### src/rtl/pipeline_pkg.sv
// Shared constants and fetch FSM encoding for the 5-stage RV32I pipeline.
package pipeline_pkg;

  localparam int          XLEN      = 32;
  localparam logic [31:0] NOP_INSTR = 32'h0000_0013;
  localparam logic [31:0] RESET_PC  = 32'h0000_0000;

  typedef enum logic [1:0] {
    IDLE  = 2'd0,
    WAIT  = 2'd1,
    DRAIN = 2'd2
  } fetch_state_e;

endpackage

### src/rtl/if_id_reg.sv
// IF/ID pipeline register: flush beats stall, stall beats load, otherwise a bubble.
module if_id_reg
  import pipeline_pkg::*;
#(
  parameter int          XLEN      = pipeline_pkg::XLEN,
  parameter logic [31:0] NOP_INSTR = pipeline_pkg::NOP_INSTR
) (
  input  logic            clk,
  input  logic            rst_n,
  input  logic            stall,
  input  logic            flush,
  input  logic            load,
  input  logic [31:0]     load_instr,
  input  logic [XLEN-1:0] load_pc,
  output logic [31:0]     instr,
  output logic [XLEN-1:0] pc,
  output logic [XLEN-1:0] pc_plus4,
  output logic            valid
);

  localparam logic [XLEN-1:0] PC_INC  = XLEN'(32'd4);
  localparam logic [XLEN-1:0] PC_ZERO = {XLEN{1'b0}};

  // IF/ID register update with flush > stall > load > bubble priority
  always_ff @(posedge clk or negedge rst_n) begin
    if (!rst_n) begin
      instr    <= NOP_INSTR;
      pc       <= PC_ZERO;
      pc_plus4 <= PC_ZERO;
      valid    <= 1'b0;
    end else if (flush) begin
      instr    <= NOP_INSTR;
      pc       <= PC_ZERO;
      pc_plus4 <= PC_ZERO;
      valid    <= 1'b0;
    end else if (stall) begin
      instr    <= instr;
      pc       <= pc;
      pc_plus4 <= pc_plus4;
      valid    <= valid;
    end else if (load) begin
      instr    <= load_instr;
      pc       <= load_pc;
      pc_plus4 <= load_pc + PC_INC;
      valid    <= 1'b1;
    end else begin
      instr    <= NOP_INSTR;
      pc       <= PC_ZERO;
      pc_plus4 <= PC_ZERO;
      valid    <= 1'b0;
    end
  end

endmodule

### src/rtl/if_fetch_stage.sv
// Fetch stage: owns PCF, keeps one imem request in flight, and buffers a word
// returned while decode is stalled before handing it to the IF/ID register.
module if_fetch_stage
  import pipeline_pkg::*;
#(
  parameter int              XLEN      = pipeline_pkg::XLEN,
  parameter logic [XLEN-1:0] RESET_PC  = pipeline_pkg::RESET_PC,
  parameter logic [31:0]     NOP_INSTR = pipeline_pkg::NOP_INSTR
) (
  input  logic            clk,
  input  logic            rst_n,
  input  logic            StallF,
  input  logic            StallD,
  input  logic            FlushD,
  input  logic            PCSrcE,
  input  logic [XLEN-1:0] PCTargetE,
  output logic            imem_req_valid,
  input  logic            imem_req_ready,
  output logic [XLEN-1:0] imem_req_addr,
  input  logic            imem_resp_valid,
  input  logic [31:0]     imem_resp_data,
  output logic [31:0]     InstrD,
  output logic [XLEN-1:0] PCD,
  output logic [XLEN-1:0] PCPlus4D,
  output logic            ValidD,
  output logic            FetchBusy
);

  localparam logic [XLEN-1:0] PC_INC   = XLEN'(32'd4);
  localparam logic [XLEN-1:0] PC_ALIGN = ~XLEN'(32'd3);
  localparam logic [XLEN-1:0] PC_ZERO  = {XLEN{1'b0}};

  fetch_state_e    state_r;
  fetch_state_e    state_nxt_s;
  logic [XLEN-1:0] pcf_r;
  logic [XLEN-1:0] pc_inflight_r;
  logic            hold_valid_r;
  logic [31:0]     hold_instr_r;
  logic [XLEN-1:0] hold_pc_r;
  logic            req_fire_s;
  logic            resp_keep_s;
  logic            ifid_load_s;
  logic [31:0]     ifid_instr_s;
  logic [XLEN-1:0] ifid_pc_s;

  // Requests are withheld during reset so nothing is issued before PCF is valid
  assign imem_req_valid = rst_n && (state_r == IDLE) && !hold_valid_r && !StallF && !PCSrcE;
  assign imem_req_addr  = pcf_r;
  assign req_fire_s     = imem_req_valid && imem_req_ready;
  assign resp_keep_s    = imem_resp_valid && (state_r == WAIT) && !PCSrcE;
  assign FetchBusy      = (state_r != IDLE);

  // Fetch FSM next-state: a redirect with no response yet must discard the late word
  always_comb begin
    state_nxt_s = state_r;
    case (state_r)
      IDLE: begin
        if (req_fire_s) state_nxt_s = WAIT;
        else            state_nxt_s = IDLE;
      end
      WAIT: begin
        if (imem_resp_valid) state_nxt_s = IDLE;
        else if (PCSrcE)     state_nxt_s = DRAIN;
        else                 state_nxt_s = WAIT;
      end
      DRAIN: begin
        if (imem_resp_valid) state_nxt_s = IDLE;
        else                 state_nxt_s = DRAIN;
      end
      default: state_nxt_s = IDLE;
    endcase
  end

  // FSM state, PCF and the PC of the in-flight request
  always_ff @(posedge clk or negedge rst_n) begin
    if (!rst_n) begin
      state_r       <= IDLE;
      pcf_r         <= RESET_PC;
      pc_inflight_r <= PC_ZERO;
    end else begin
      state_r <= state_nxt_s;
      if (PCSrcE)          pcf_r <= PCTargetE & PC_ALIGN;
      else if (req_fire_s) pcf_r <= pcf_r + PC_INC;
      else                 pcf_r <= pcf_r;
      if (req_fire_s) pc_inflight_r <= pcf_r;
      else            pc_inflight_r <= pc_inflight_r;
    end
  end

  // Hold buffer: filled while decode stalls, drained into IF/ID, untouched by FlushD
  always_ff @(posedge clk or negedge rst_n) begin
    if (!rst_n) begin
      hold_valid_r <= 1'b0;
      hold_instr_r <= NOP_INSTR;
      hold_pc_r    <= PC_ZERO;
    end else if (PCSrcE) begin
      hold_valid_r <= 1'b0;
    end else if (resp_keep_s && StallD) begin
      hold_valid_r <= 1'b1;
      hold_instr_r <= imem_resp_data;
      hold_pc_r    <= pc_inflight_r;
    end else if (hold_valid_r && !StallD && !FlushD) begin
      hold_valid_r <= 1'b0;
    end else begin
      hold_valid_r <= hold_valid_r;
    end
  end

  // IF/ID source select: the buffered word is older than any live response
  always_comb begin
    ifid_load_s = hold_valid_r || resp_keep_s;
    if (hold_valid_r) begin
      ifid_instr_s = hold_instr_r;
      ifid_pc_s    = hold_pc_r;
    end else begin
      ifid_instr_s = imem_resp_data;
      ifid_pc_s    = pc_inflight_r;
    end
  end

  if_id_reg #(
    .XLEN      (XLEN),
    .NOP_INSTR (NOP_INSTR)
  ) u_if_id_reg (
    .clk        (clk),
    .rst_n      (rst_n),
    .stall      (StallD),
    .flush      (FlushD),
    .load       (ifid_load_s),
    .load_instr (ifid_instr_s),
    .load_pc    (ifid_pc_s),
    .instr      (InstrD),
    .pc         (PCD),
    .pc_plus4   (PCPlus4D),
    .valid      (ValidD)
  );

endmodule

### config.mk
export PLATFORM = sky130hd
export DESIGN_NAME = if_fetch_stage
export DESIGN_NICKNAME = d
export VERILOG_FILES = /design/src/rtl/pipeline_pkg.sv /design/src/rtl/if_id_reg.sv /design/src/rtl/if_fetch_stage.sv
export SDC_FILE = /design/constraint.sdc
export NUM_CORES = 1
export LEC_CHECK = 0
export ABC_AREA = 1
export BUFFER_PORTS_ARGS = -buffer_cell sky130_fd_sc_hd__buf_4
export CAP_MARGIN = 20
export CORE_MARGIN = 4
export CORE_UTILIZATION = 51
export DETAILED_ROUTE_END_ITERATION = 16
export PLACE_DENSITY = 0.8
export SYNTH_ARGS = -nofsm -noshare
export SYNTH_HDL_FRONTEND = slang
export SYNTH_SLANG_ARGS = --single-unit
export TNS_END_PERCENT = 10
### constraint.sdc
create_clock -name clk -period 1.87 [get_ports clk]
set_input_delay 0.0935 -clock clk [delete_from_list [all_inputs] [get_ports clk]]
set_output_delay 0.0935 -clock clk [all_outputs]
set_load 0.005 [all_outputs]
=== After elaboration in Yosys (flattened, before gate mapping) ===
Cells that the tools add are included.

* $add $sub $neg: 2
* Equal/unequal tests: 3
* Multiplexer cells: 24
* Bitwise logic cells: 1
* Reduce and logical (&&, ||, !) cells: 21

{| class="wikitable"
|+ Operators with widths
! cell !! count
|-
| two-way mux 32 bit || 13
|-
| adder 32 x 3 -> 32 bit, second input constant || 2
|-
| logical AND 1 bit || 10
|-
| two-way mux 1 bit || 7
|-
| two-way mux 2 bit || 3
|-
| one-hot mux 2 bit (3 select lines) || 1
|-
| logical NOT 1 bit || 5
|-
| nonzero test 2 bit || 2
|-
| nonzero test 3 bit || 1
|-
| equality test 2 x 1 -> 1 bit, second input constant || 1
|-
| equality test 2 bit, second input constant || 1
|-
| logical NOT 2 bit || 1
|-
| != test 2 x 1 -> 1 bit, second input constant || 1
|-
| AND reduction 2 bit || 1
|-
| logical OR 1 bit || 1
|-
| NOT 1 bit || 1
|}

* Flip-flop bits (word level): 228
* Input port bits: 72
* Output and inout bits: 131
* Logic and storage cells: 61

=== Depth between registers and ports, before layout ===
* Depth in word-level cells: 8
* Mapped depth: 14
* Depth with buffers taken out: 13

=== Cells and area by module ===
From an unflattened synthesis, not the netlist that was laid out.

* Cells, all modules: 1353
* Area, all modules: 10760.3 um2

{| class="wikitable"
|+ By module, submodules not included
! module !! times used !! cells each !! area each (um2) !! sequential area each (um2)
|-
| if_fetch_stage || 1 || 883 || 6563.8 || 3131.8
|-
| if_id_reg || 1 || 470 || 4196.5 || 2381.0
|}

=== Worst setup path after synthesis ===
OpenSTA, ideal clock, no wires.

* Path kind: flip-flop to flip-flop
* Start point: reg hold_valid_r
* End point: reg u_if_id_reg.pc_plus4[28]
* Library setup time: 125 ps
* Arrival: 1759 ps
* Data required time: 1745 ps
* Setup slack: -14 ps
* Cell stages (with the launch flop): 14
* Buffers on the path: 2
* Cells stage by stage: dfrtp_1 buf_6 buf_6 nand2_1 o21ai_1 inv_1 ha_1 nand3_1 nor2_4 nand3_4 nor2_8 nand3_1 nand2_1 nand3_1

* Longest elaborated chain between the ends: 5
* Elaborated cells on any way between the ends: 6
* Those cells by class: 1 x add/sub; 4 x mux; 1 x reduce/logical

{| class="wikitable"
|+ RTL lines
! item !! RTL line !! text
|-
| start, declared || if_fetch_stage.sv:37 || <nowiki>logic hold_valid_r;</nowiki>
|-
| start signal, assigned || if_fetch_stage.sv:105 || <nowiki>hold_valid_r <= hold_valid_r;</nowiki>
|-
| two-way mux 32 bit || if_fetch_stage.sv:112 || <nowiki>if (hold_valid_r) begin</nowiki>
|-
| adder 32 x 3 -> 32 bit || if_id_reg.sv:44 || <nowiki>pc_plus4 <= load_pc + PC_INC;</nowiki>
|-
| two-way mux 32 bit * || if_id_reg.sv:41 || <nowiki>end else if (load) begin</nowiki>
|-
| two-way mux 32 bit * || if_id_reg.sv:36 || <nowiki>end else if (stall) begin</nowiki>
|-
| two-way mux 32 bit * || if_id_reg.sv:31 || <nowiki>end else if (flush) begin</nowiki>
|-
| end signal, assigned || if_id_reg.sv:39 || <nowiki>pc_plus4 <= pc_plus4;</nowiki>
|-
| end signal, assigned || if_id_reg.sv:44 ||
|-
| end, declared || if_id_reg.sv:17 || <nowiki>output logic [XLEN-1:0] pc_plus4,</nowiki>
|}

Every way passes the cells marked *; elsewhere a longest branch is shown, timed or not. The select of a mux whose other input is x is not followed.
A chain may end at the register's enable or synchronous reset.

=== Worst setup path after layout ===
* Start point: reg hold_valid_r
* End point: reg u_if_id_reg.pc_plus4[13]

Same word-level chain as after synthesis.

==> qor.yml <==
cts_tree: "built"
synthTopCellsByCount: "455 x nand2_1, 213 x dfrtp_1, 200 x o21ai_0"
cts_buffers: 24
track_usage_pct: 26.4
clkSinkCount: 219
syn_area_um2: 10900
diodes: 0
p_leak_nw: 7.49
rows: 53
cap_violations: 0
p_per_area_nw_per_um2: 906
synthFlopType: "dfrtp_1"
crit_arrival_ns: 2.28
yosys.area.top_type: "dfrtp_1"
start_util_pct: 52.0
clock_path_buffers: 3
worstPathCellList: "buf_4 -> inv_8 -> nand2_1 -> nand2_2 -> nand2_2 -> nor2_4 -> nand2_2 -> nor2_4 -> buf_4 -> nand4_1 -> o211ai_1"
ant_nets: 0
vias: 10600
io_pins: 203
cts_htree_levels: 1
ys_async_sr_fraction_pct: 100
yosysMostFrequentCell: "nand2_1"
critPathSlowestCell: "dfrtp_2"
grt_pass1_vias: 10500
clock_skew_ns: 0.0106
crit_top_cell: "nand2_2"
grt_pass1_wl_um: 52200
met3_usage_pct: 3.64
worstSetupPathType: "reg2reg"
first_pass_iters: 5
wire_per_inst_um: 16.0
outcome: "complete, no violations"
slowest_delay_ns: 0.42
worst_pin_slew_ns: 0.847
post-route-util_pct: 72.2
grt_max_degree: 126
start_kind: "flip-flop"
grt_use_met1_pct: 36.4
setup_viol: 0
port-buffer-count: 198
cts-root-buf: "clkbuf_16"
setup_slack_ns: 0.00239
min_path_type: "in2reg"
hpwl_um: 21300
place_ws_ns: -0.0568
drc: 0
layout-drive-gt1-share_pct: 25.7
synth.yosys.seq_area_share_pct: 50.2
min_period_ns: 1.87
drt_iter0_drc: 712
maxSlewViolCount: 0
vias_per_cell: 5.27
busiest_layer: "met2"
peakVddDrop_v: 0.000560
use_met2_pct: 43.4
synth_edf_count: 0
gp_congestion: 0.918
dieHeight_um: 154
antenna_found_initial: 0
avgSynthCellArea_um2: 7.81
dieArea_um2: 23800
max-slew-margin-rel_pct: 43.3
ys_warn_count: 0
wl_um: 32200
syn_to_final_growth_pct: 38.8
synth_top_area_share_pct: 48.8
fmax_mhz: 535
coreArea_um2: 21000
crit_fanout: 18
overflow: 0
endpoint_kind: "flip-flop"
clk_pin_slew_ns: 0.06
grt_setup_unrepaired: "true"
synth_cells: 1399
synth_seq_cells: 219
die_w_um: 154
clock_latency_ns: 0.51
nets: 1793
required_ns: 2.29
period_share_pct: 99.9
synth_cell_types: 46
hold_viol: 0
synth_area_leaders: "dfrtp_1 49%, nand2_1 16%, o21ai_0 9.2%"
==> flip-flops by register name, indices dropped and copies added (netlist names) <==
signal and count:
hold_valid_r 1, state_r 2, u_if_id_reg.pc_plus4 31, pc_inflight_r 30, imem_req_addr 30, hold_pc_r 30, hold_instr_r 32, u_if_id_reg.pc 30
u_if_id_reg.valid 1, u_if_id_reg.instr 32
==> layout make-up <==
cell class	count	area (µm²)
fillers	1475	5840
flip-flops and latches	219	5490
multi-input cells	953	4790
repair buffers	360	3050
clock buffers	33	686
inverters	161	614
well taps	275	344
clock inverters	11	210
==> layer usage <==
| layer | up-vias | routed length [µm] |
|---|---|---|
| met5 | - | 0 |
| met2 | 407 | 15300 |
| met4 | 0 | 1040 |
| met1 | 5025 | 13500 |
| li1 | 5092 | - |
| met3 | 81 | 2240 |
==> cells by family after synthesis <==
logic type | after synthesis | synth area share [%]
DFF | 219 | 50.2
xor gates and xnor gates | 13 | 1.04
AOI/OAI and AO/OA | 263 | 13.3
adders and majority gates | 2 | 0.229
other | 1 | 0.0343
and+or+nand+nor | 673 | 26.4
buffers and inverters | 228 | 8.77
==> timing repair <==
item                                   4_1_cts  5_1_grt
setup buffers                                3       10
setup endpoints to repair                   15       83
gates resized for setup                     28       50
pin swaps                                    8       21
endpoints found under the hold margin      304        0
hold buffers                                70        0
cloned                                       1        0
==> power breakdown <==
part           internal, W  leakage [nW]  switching, W
Sequential         0.00530          2.88      0.000369
Combinational      0.00116          4.18       0.00162
Clock              0.00339         0.432       0.00190
==> through the flow <==
stage	hold WS [ns]	instances	cell area (µm²)	TNS, ns	total power [W]
after floorplan	-0.202	1400	10900	0	0.00695
after global placement	-0.0572	1884	13200	-0.0148	0.00800
after detailed placement	-0.0567	1884	13200	-0.325	0.00810
after CTS	0.0456	2002	14900	-0.146	0.0136
after global routing	0.0807	2012	15200	-2.00	0.0144
final	0.0649	2012	15200	0	0.0137
==> path summary, 6_finish.rpt <==
check	start	to	slack [ns]	cells past startpoint
worst min-delay path	imem_req_ready	state_r[0]	0.06	4
worst max-delay path	hold_valid_r	u_if_id_reg.pc_plus4[13]	0.002	11
min in group asynchronous	rst_n	imem_req_addr[8]	0.22	3
max in group asynchronous	rst_n	imem_req_addr[9]	0.44	3
worst min register to register	u_if_id_reg.pc[26]	u_if_id_reg.pc[26]	0.48	2
worst max register to register	hold_valid_r	u_if_id_reg.pc_plus4[13]	0.002	11
==> worst max-delay path, delay by kind of cell (launching register included) <==
kind / cells / cell delay, ns
buffers and inverters: 3 / 0.43
AOI/OAI and AO/OA: 1 / 0.11
and+or+nand+nor: 7 / 0.81
DFF: 1 / 0.42
==> layout by cell type, fill, tap and decap left out, types with 5 or more instances in the layout <==
master / synthesis / final
nand2_4: 4 / 6
bufinv_16: 0 / 6
o21ai_1: 14 / 6
buf_12: 0 / 10
inv_2: 4 / 6
o21bai_1: 5 / 5
o21ai_0: 200 / 199
nor2_1: 76 / 62
nand2_1: 455 / 440
dfrtp_1: 213 / 211
o21ai_2: 8 / 7
a21oi_1: 5 / 5
inv_1: 156 / 153
dlygate4sd3_1: 0 / 70
nand3_1: 64 / 61
nor2_4: 6 / 18
nor2_2: 15 / 17
nand2_2: 15 / 28
o21ai_4: 1 / 11
buf_4: 6 / 275
xor2_1: 12 / 12
nor3_1: 12 / 10
nand4_1: 15 / 15
dfstp_2: 6 / 6
o211ai_1: 13 / 13
clkbuf_1: 37 / 5
clkbuf_16: 0 / 25
No activity file was read; power rests on OpenSTA's default activity.
